File: src/rtl/cp0_exception_ctrl.sv
// CP0 exception/interrupt sequencer: arbitrates exceptions, interrupts and ERET,
// drains the pipeline via flush_req/flush_ack, then commits EPC/Cause and redirects fetch.
module cp0_exception_ctrl #(
   parameter int unsigned NUM_HW_INT  = 6,
   parameter logic [31:0] VECTOR_ADDR = 32'h8000_0180
) (
   input  logic                  clk,
   input  logic                  reset,
   input  logic [31:0]           status,
   input  logic [NUM_HW_INT-1:0] hw_int,
   input  logic [3:0]            exc_req,
   input  logic [31:0]           exc_pc,
   input  logic                  eret_req,
   input  logic                  flush_ack,
   output logic                  flush_req,
   output logic                  activeexception,
   output logic                  eret,
   output logic                  pc_redirect,
   output logic [31:0]           redirect_pc,
   output logic [31:0]           epc,
   output logic [31:0]           cause,
   output logic                  busy
);

   typedef enum logic [2:0] {
      S_IDLE        = 3'd0,
      S_EXC_FLUSH   = 3'd1,
      S_EXC_COMMIT  = 3'd2,
      S_ERET_FLUSH  = 3'd3,
      S_ERET_COMMIT = 3'd4
   } state_t;

   localparam logic [4:0] EXC_INT = 5'd0;
   localparam logic [4:0] EXC_SYS = 5'd8;
   localparam logic [4:0] EXC_BP  = 5'd9;
   localparam logic [4:0] EXC_RI  = 5'd10;
   localparam logic [4:0] EXC_OV  = 5'd12;

   state_t      r_state;
   logic [4:0]  r_code;
   logic [31:0] r_pc;
   logic [31:0] r_epc;
   logic [31:0] r_cause;
   logic [31:0] r_redirect_pc;
   logic        r_flush_req;
   logic        r_activeexception;
   logic        r_eret;
   logic        r_pc_redirect;
   logic        r_busy;

   logic        w_int_pend;
   logic        w_take_exc;
   logic        w_take_eret;
   logic [4:0]  w_code;
   logic        w_unused;

   assign w_int_pend = status[0] & ~status[1] & (|(hw_int & status[10 +: NUM_HW_INT]));
   assign w_unused   = ^{status[31:16], status[9:2]};

   // Priority arbitration of pending events; illegal ERET (EXL clear) becomes RI.
   always_comb begin
      w_take_exc  = 1'b0;
      w_take_eret = 1'b0;
      w_code      = EXC_INT;
      if (exc_req[0]) begin
         w_take_exc = 1'b1;
         w_code     = EXC_RI;
      end else if (exc_req[1]) begin
         w_take_exc = 1'b1;
         w_code     = EXC_OV;
      end else if (exc_req[2]) begin
         w_take_exc = 1'b1;
         w_code     = EXC_SYS;
      end else if (exc_req[3]) begin
         w_take_exc = 1'b1;
         w_code     = EXC_BP;
      end else if (w_int_pend) begin
         w_take_exc = 1'b1;
         w_code     = EXC_INT;
      end else if (eret_req) begin
         if (status[1]) begin
            w_take_eret = 1'b1;
         end else begin
            w_take_exc = 1'b1;
            w_code     = EXC_RI;
         end
      end else begin
         w_take_exc  = 1'b0;
         w_take_eret = 1'b0;
      end
   end

   // Sequencer FSM with registered handshake, pulse and architectural-state outputs.
   always_ff @(posedge clk) begin
      if (reset) begin
         r_state           <= S_IDLE;
         r_code            <= 5'd0;
         r_pc              <= 32'h0;
         r_epc             <= 32'h0;
         r_cause           <= 32'h0;
         r_redirect_pc     <= 32'h0;
         r_flush_req       <= 1'b0;
         r_activeexception <= 1'b0;
         r_eret            <= 1'b0;
         r_pc_redirect     <= 1'b0;
         r_busy            <= 1'b0;
      end else begin
         r_cause[10 +: NUM_HW_INT] <= hw_int;
         r_flush_req       <= 1'b0;
         r_activeexception <= 1'b0;
         r_eret            <= 1'b0;
         r_pc_redirect     <= 1'b0;
         r_redirect_pc     <= 32'h0;
         case (r_state)
            S_IDLE: begin
               if (w_take_exc) begin
                  r_code      <= w_code;
                  r_pc        <= exc_pc;
                  r_state     <= S_EXC_FLUSH;
                  r_flush_req <= 1'b1;
                  r_busy      <= 1'b1;
               end else if (w_take_eret) begin
                  r_state     <= S_ERET_FLUSH;
                  r_flush_req <= 1'b1;
                  r_busy      <= 1'b1;
               end else begin
                  r_busy      <= 1'b0;
               end
            end
            S_EXC_FLUSH: begin
               if (flush_ack) begin
                  r_state           <= S_EXC_COMMIT;
                  r_activeexception <= 1'b1;
                  r_pc_redirect     <= 1'b1;
                  r_redirect_pc     <= VECTOR_ADDR;
               end else begin
                  r_flush_req       <= 1'b1;
               end
            end
            S_EXC_COMMIT: begin
               r_epc        <= r_pc;
               r_cause[6:2] <= r_code;
               r_state      <= S_IDLE;
               r_busy       <= 1'b0;
            end
            S_ERET_FLUSH: begin
               if (flush_ack) begin
                  r_state       <= S_ERET_COMMIT;
                  r_eret        <= 1'b1;
                  r_pc_redirect <= 1'b1;
                  r_redirect_pc <= r_epc;
               end else begin
                  r_flush_req   <= 1'b1;
               end
            end
            S_ERET_COMMIT: begin
               r_state <= S_IDLE;
               r_busy  <= 1'b0;
            end
            default: begin
               r_state <= S_IDLE;
               r_busy  <= 1'b0;
            end
         endcase
      end
   end

   assign flush_req       = r_flush_req;
   assign activeexception = r_activeexception;
   assign eret            = r_eret;
   assign pc_redirect     = r_pc_redirect;
   assign redirect_pc     = r_redirect_pc;
   assign epc             = r_epc;
   assign cause           = r_cause;
   assign busy            = r_busy;

endmodule

File: config.mk
export PLATFORM = sky130hd
export DESIGN_NAME = cp0_exception_ctrl
export DESIGN_NICKNAME = d
export VERILOG_FILES = /design/src/rtl/cp0_exception_ctrl.sv
export SDC_FILE = /design/constraint.sdc
export NUM_CORES = 1
export LEC_CHECK = 0
export ABC_AREA = 1
export CORE_MARGIN = 2
export CORE_UTILIZATION = 46
export CTS_CLUSTER_SIZE = 8
export DETAILED_ROUTE_END_ITERATION = 7
export PLACE_DENSITY = 0.85
export SLEW_MARGIN = 10
export SYNTH_ARGS = -nofsm -noshare
export SYNTH_HDL_FRONTEND = slang
export SYNTH_SLANG_ARGS = --single-unit
File: constraint.sdc
create_clock -name clk -period 2.2 [get_ports clk]
set_input_delay 0.44 -clock clk [delete_from_list [all_inputs] [get_ports clk]]
set_output_delay 0.44 -clock clk [all_outputs]
set_load 0.03 [all_outputs]
Word level (Yosys, flattened, before mapping)
Cells that the tools add are included.
{"block": "totals", "register_bits": 120}
{"block": "classes", "n_bitwise": 7, "muxes": 35, "reduce_logical": 8, "eq_ne": 6}
{"cell": "32-bit two-way mux", "n": 2}
{"cell": "32-bit one-hot mux with 2 select lines", "n": 1}
{"cell": "4-bit two-way mux", "n": 7}
{"cell": "1-bit two-way mux", "n": 18}
{"cell": "3-bit two-way mux", "n": 4}
{"cell": "3-bit one-hot mux with 3 select lines", "n": 1}
{"cell": "2-bit OR reduction", "n": 4}
{"cell": "6-bit AND", "n": 1}
{"cell": "3-bit by 2-bit == test with 1-bit output (second input constant)", "n": 2}
{"cell": "6-bit OR reduction", "n": 1}
{"cell": "2-bit inequality test (second input constant)", "n": 2}
{"cell": "1-bit NOT", "n": 4}
{"cell": "1-bit one-hot mux with 2 select lines", "n": 2}
{"cell": "3-bit by 1-bit == test with 1-bit output (second input constant)", "n": 1}
{"cell": "3-bit zero test", "n": 1}
{"cell": "3-bit inequality test (second input constant)", "n": 1}
{"cell": "3-bit AND reduction", "n": 1}
{"cell": "1-bit AND", "n": 2}
{"cell": "2-bit AND reduction", "n": 1}

Depth between registers and ports, before layout
Gate-level depths: netlist of run 1.
{"block": "depth", "ltp_word": 11, "ltp_mapped": 11}

Worst setup path after synthesis of run 1
No wires, ideal clock.
{"block": "synth_path", "path_type": "input -> register", "startpoint": "input port exc_req[2]", "endpoint": "register r_code[1]", "stages": 9, "setup_ns": 0.113, "path_buffers": 1, "t_arrival_ns": 1.264, "path_slack_ns": 0.823, "required_time_ns": 2.087, "cell_sequence": "nor2_2 nand3_1 nor2_2 nand2_2 buf_6 nand2_1 nand2_1 nand2_1 nor2_1"}
{"block": "synth_between", "elab_chain_len": 4, "elab_cells_between_ends": 7, "classes_between": "6 x mux; 1 x reduce/logical"}
{"item": "start: declaration", "line": "11", "text": "input logic [3:0] exc_req,"}
{"item": "1-bit two-way mux", "line": "71", "text": "end else if (exc_req[2]) begin"}
{"item": "1-bit two-way mux", "line": "68", "text": "end else if (exc_req[1]) begin"}
{"item": "1-bit two-way mux", "line": "65", "text": "if (exc_req[0]) begin"}
{"item": "2-bit AND reduction (no source line)"}
{"item": "end signal: assignment", "line": "117", "text": "r_code <= w_code;"}
{"item": "end: declaration", "line": "40", "text": "logic [4:0] r_code;"}
Parallel ways exist; a longest one is shown, timed or not.
A chain may end at the register's enable or synchronous reset.

Worst setup path after layout of run 1
{"block": "layout_path", "startpoint": "register r_epc[15] (netlist: epc[15])", "endpoint": "output port epc[15]"}
{"item": "start: declaration", "line": "42", "text": "logic [31:0] r_epc;"}
{"item": "start signal: assignment", "line": "141", "text": "r_epc <= r_pc;"}
{"item": "end: declaration", "line": "20", "text": "output logic [31:0] epc,"}
No word-level cell between the ends.

==> results.py, run 1 <==
metrics = {
    "logic_synthesis": {
        "syn_inst": 539,
        "yosys.area_share.adder_pct": 0,
        "yosys.area_share.simple_pct": 20.0,
        "synth_top_area_cell": "dfxtp_1",
        "yosysWarnings": 0,
        "synthMuxAreaShare_pct": 0,
        "synth_compound_area_share_pct": 12.7,
        "synth_area_leaders": "dfxtp_1 (54%), a21oi_1 (8.6%), nor2_1 (7.0%)",
        "synth_seq_cells": 118,
        "synth-xor-area-share_pct": 0,
        "synth_top_area_share_pct": 53.5,
        "synth_area_per_cell_um2": 8.19,
        "seq_area_frac_synth_pct": 53.5,
        "synth_top_family_by_area": "simple AND/OR/NAND/NOR gates",
        "yosysUniqueCellTypes": 18,
        "syn_area_mm2": 0.00441,
    },
    "clock_network": {
        "cts-hold-fix-buffers": 0,
        "cts_resized": 0,
        "htreeDepth": 4,
        "cts_buffer_depth": 2,
        "clock-sinks": 118,
        "cts_setup_buffers": 0,
        "insertion_delay_ps": 500,
        "numCtsBuffers": 17,
        "root_buffer": "clkbuf_8",
        "clk_pin_slew_ps": 60,
        "cts_tree": "yes",
    },
    "hold_path": {
        "hp-start": "cause[2]",
        "worst_hold_path_type": "flop to flop",
    },
    "critical_path": {
        "crit_arrival_ps": 1530,
        "crit_start": "epc[15]",
        "cp_cell_sequence": "clkdlybuf4s50_1",
        "cp_data_required_time_ps": 1760,
        "startpoint_type": "flop",
        "endpoint_kind": "output pin",
        "worstPathBufferInverterCount": 1,
        "r2r_start": "r_state[1]",
        "path_delay_family": "buffers and inverters",
        "critPathMaxFanout": 2,
        "cp_slowest_stage_delay_ps": 680,
        "critical_path_class": "flop to output pin",
        "cp_slowest_cell": "clkdlybuf4s50_1",
    },
    "routing": {
        "drtPass1Iterations": 4,
        "vias_per_cell": 4.72,
        "wirelength_um": 10100,
        "dr_total_vias": 3811,
        "ant_nets": 0,
        "wl_per_cell_um": 12.6,
        "dr.first_iter.drc_count": 112,
        "drc": 0,
    },
    "floorplan": {
        "start_util_pct": 47.5,
        "fp.dieH_um": 102,
        "die_w_um": 102,
        "core-area_mm2": 0.00928,
        "boundaryPins": 179,
        "die-area_mm2": 0.0104,
        "rows": 35,
    },
    "sta": {
        "slew_viol_final": 0,
        "final-setup-viol-count": 0,
        "fin_skew_ps": 8.68,
        "fmax_ghz": 0.509,
        "fin_ws_ps": 234,
        "hold-worst-slack_ps": 446,
        "timing.setup.tns_ps": 0,
        "fin_crit_ps": 1970,
        "min_period_over_period_pct": 89.4,
        "hold_viol": 0,
        "rsz0062_at_grt": "false",
    },
    "job": {
        "max-cap-violations": 0,
    },
    "placement": {
        "place_congestion": 0.795,
        "dp_hpwl_um": 6690,
        "post_dp_cell_area_mm2": 0.00570,
        "post-place-ws_ps": 142,
        "port_buffers": 132,
    },
    "global_route": {
        "grt_pass1_wl_um": 16100,
        "antenna_found_initial": 1,
        "track_usage_pct": 19.7,
        "gr-total-overflow": 0,
        "grt_max_degree": 48,
        "grt_pass1_vias": 3602,
    },
    "pwr": {
        "irDropWorstVdd_v": 0.000527,
        "leakagePower_nw": 2.59,
        "pwr_density_cell_mw_per_mm2": 960,
    },
    "layout": {
        "final_area_mm2": 0.00627,
        "syn2layout_area_growth_pct": 42.1,
        "layout-drive-gt1-share_pct": 7.22,
        "antenna_cells": 0,
        "nNetsFinal": 744,
    },
    "outcome": {
        "status": "finished clean",
    },
}
## tightest hold or removal path, stage by stage (launching register included)
cell and delay, ps:
dfxtp_1 310, inv_1 50, a21oi_1 50
## metrics by stage
step	utilization, %	total power [W]	std cells
floorplan	-	0.00315	560
global placement	61.4	0.00340	776
detailed placement	61.4	0.00344	776
CTS	67.5	0.00607	808
global route	67.5	0.00628	808
finish	67.5	0.00602	808
## sequential cells by signal (all words and copies together), names as in the netlist
register and count:
activeexception 1, busy 1, cause 10, epc 32, eret 1, flush_req 1, pc_redirect 1, r_code 4
r_pc 32, r_state 3, redirect_pc 32
## report_power, final
part | internal, W | switching (W)
clock | 0.00162 | 0.000994
combinational | 0.000401 | 0.000590
sequential | 0.00232 | 0.0000942
## cell usage after synthesis (all sizes together)
cell / count
conb: 1
nand4: 1
a21oi: 76
nor3: 1
o21ai: 36
nand3: 14
clkbuf: 8
nand3b: 32
nand2: 60
dfxtp: 118
buf: 48
nor2: 84
inv: 60
## cells in the final DEF, fill, tap and decap left out, types with 16 or more instances in the layout
cell	netlist	final
a21oi_1	76	76
dfxtp_1	118	118
nand2_1	58	58
inv_1	60	59
nor2_1	82	82
nand3b_1	32	32
clkdlybuf4s50_1	0	132
clkbuf_16	0	16
conb_1	1	22
o21ai_0	36	36
## metal layers
metal | global-route usage [%] | vias to the layer above | wire [um] | share of wire (%)
li1 | - | 1918 | - | -
met1 | 21.6 | 1746 | 4070 | 40
met2 | 35.5 | 137 | 5300 | 52
met3 | 7.05 | 8 | 680 | 6.7
met4 | 6.26 | 2 | 81 | 0.80
met5 | 0 | - | 15 | 0.15
## final timing paths
path,end,slack (ps),depth (start not counted)
worst max-delay path,epc[15],230,1
worst max register to register,r_code[1],690,6
worst min register to register,cause[2],450,2
worst min-delay path,cause[2],450,2
## logic make-up (layout without fill, tap and decap cells)
kind of cell / count (synthesis) / count (layout)
and+or+nand+nor: 192 / 192
DFF: 118 / 118
buffers and inverters: 116 / 235
AOI/OAI and AO/OA: 112 / 112
other: 1 / 22
## layout make-up
cell class                 count  area [um2]
multi-input combinational    326        1530
tap                          129         161
inverter                      60         225
sequential                   118        2360
clock buffer                  18         418
clock inverter                14         155
fill                         748        3010
timing repair buffer         143        1420
No activity file was read; power rests on OpenSTA's default activity.
==> inputs of run 2 (changes only) <==
CORE_UTILIZATION = 48   (was 46)
CTS_BUF_LIST = sky130_fd_sc_hd__clkbuf_8   (was not set)
PLACE_DENSITY = 0.88   (was 0.85)
==> run 2 against run 1 <==
Compared with the run above:
- design area fell by 2.9%
- wire length is 1.6% lower
- die area fell by 4.0%
- setup slack gained 85 ps
- sequential power is essentially flat
- clock skew grew 1.3 ps
- via count is 1.5% lower
- largest cell class unchanged
==> results.py, run 2 (synthesis results as in run 1) <==
metrics = {
    "floorplan": {
        "die_w_um": 99.9,
        "boundaryPins": 179,
        "core-area_mm2": 0.00881,
        "fp.dieH_um": 99.9,
        "rows": 34,
        "die-area_mm2": 0.00997,
        "start_util_pct": 50.1,
    },
    "clock_network": {
        "root_buffer": "clkbuf_8",
        "clock-sinks": 118,
        "clk_pin_slew_ps": 70,
        "cts_tree": "yes",
        "insertion_delay_ps": 410,
        "cts-hold-fix-buffers": 0,
        "cts_setup_buffers": 0,
        "numCtsBuffers": 17,
        "htreeDepth": 4,
        "cts_resized": 0,
        "cts_buffer_depth": 2,
    },
    "layout": {
        "syn2layout_area_growth_pct": 38.0,
        "antenna_cells": 0,
        "final_cell_mix": "clkdlybuf4s50_1 (132), dfxtp_1 (118), nor2_1 (82), a21oi_1 (76), inv_1 (60)",
        "layout-drive-gt1-share_pct": 7.08,
        "fill_cells": 688,
        "nNetsFinal": 743,
        "layout_commonest_cell": "clkdlybuf4s50_1",
    },
    "hold_path": {
        "worst_hold_path_type": "flop to flop",
        "hp-start": "cause[2]",
    },
    "pwr": {
        "leakagePower_nw": 2.52,
        "irDropWorstVdd_v": 0.000468,
        "pwr_density_cell_mw_per_mm2": 889,
        "power.total_w": 0.00541,
    },
    "job": {
        "max-cap-violations": 0,
    },
    "routing": {
        "dr.first_iter.drc_count": 137,
        "wl_per_cell_um": 12.7,
        "ant_nets": 0,
        "drtPass1Iterations": 4,
        "dr_total_vias": 3753,
        "drc": 0,
        "wirelength_um": 9980,
        "vias_per_cell": 4.77,
    },
    "critical_path": {
        "crit_start": "epc[29]",
        "endpoint_kind": "output pin",
        "cp_data_required_time_ps": 1760,
        "startpoint_type": "flop",
        "cp_slowest_stage_delay_ps": 690,
        "crit_arrival_ps": 1440,
        "critical_path_class": "flop to output pin",
        "cp_cell_sequence": "clkdlybuf4s50_1",
        "worstPathBufferInverterCount": 1,
        "path_delay_family": "buffers and inverters",
        "cp_slowest_cell": "clkdlybuf4s50_1",
        "critPathMaxFanout": 2,
        "r2r_start": "r_state[1]",
    },
    "sta": {
        "final-setup-viol-count": 0,
        "fmax_ghz": 0.532,
        "timing.setup.tns_ps": 0,
        "hold_viol": 0,
        "slew_viol_final": 0,
        "fin_crit_ps": 1880,
        "fin_skew_ps": 9.97,
        "rsz0062_at_grt": "false",
        "min_period_over_period_pct": 85.5,
    },
    "global_route": {
        "gr-total-overflow": 0,
        "grt_pass1_wl_um": 15900,
        "antenna_found_initial": 0,
        "grt_max_degree": 47,
        "track_usage_pct": 19.9,
        "grt_pass1_vias": 3560,
    },
    "outcome": {
        "status": "finished clean",
    },
    "placement": {
        "port_buffers": 132,
        "dp_hpwl_um": 6960,
        "place_congestion": 0.729,
    },
}
[run 2: cell count changes in the layout (fill, tap and decap cells not counted)]
cell / change
buf_12: +1
buf_4: -2
bufinv_16: +1
clkbuf_1: -1
clkbuf_16: -16
clkbuf_8: +16
clkinv_2: -1
clkinv_4: -4
clkinvlp_4: +2
inv_1: +1
inv_6: +3
inv_8: -1
[run 2: area by class of cell]
| class | count | area (um2) | area share (%) |
|---|---|---|---|
| repair buffers | 142 | 1420 | 23.3 |
| inverters | 60 | 225 | 3.70 |
| well taps | 108 | 135 | 2.22 |
| clock buffers | 17 | 234 | 3.84 |
| multi-input cells | 326 | 1530 | 25.2 |
| clock inverters | 15 | 179 | 2.94 |
| flip-flops and latches | 118 | 2360 | 38.8 |
[run 2: through the flow]
stage                     util (%)  setup slack [ps]  instance area (um2)  hold WS (ps)  cells
after detailed placement      64.5               176                 5680           443    754
after floorplan                  -               823                 4490           446    560
after CTS                     69.1               286                 6090           455    786
final                         69.1               319                 6090           449    786
after global placement        64.5               240                 5680           437    754
after global routing          69.1               253                 6090           477    786
[run 2: metal layers]
metal	GRT usage (%)	up-vias	routed length, um
li1	-	1913	-
met1	22.3	1709	4110
met2	36.0	120	5160
met3	6.27	11	603
met4	6.53	0	106
met5	0	-	0
[run 2: report_power, final]
part,switching [W],total (W),internal (W)
Sequential,0.0000917,0.00241,0.00232
Clock,0.000887,0.00201,0.00113
Combinational,0.000585,0.000986,0.000401
[run 2: worst paths after layout]
check / endpoint / slack (ps) / cells after the start
worst min-delay path: cause[2] / 450 / 2
worst max register to register: epc[31] / 470 / 4
worst min register to register: cause[2] / 450 / 2
worst max-delay path: epc[29] / 320 / 1
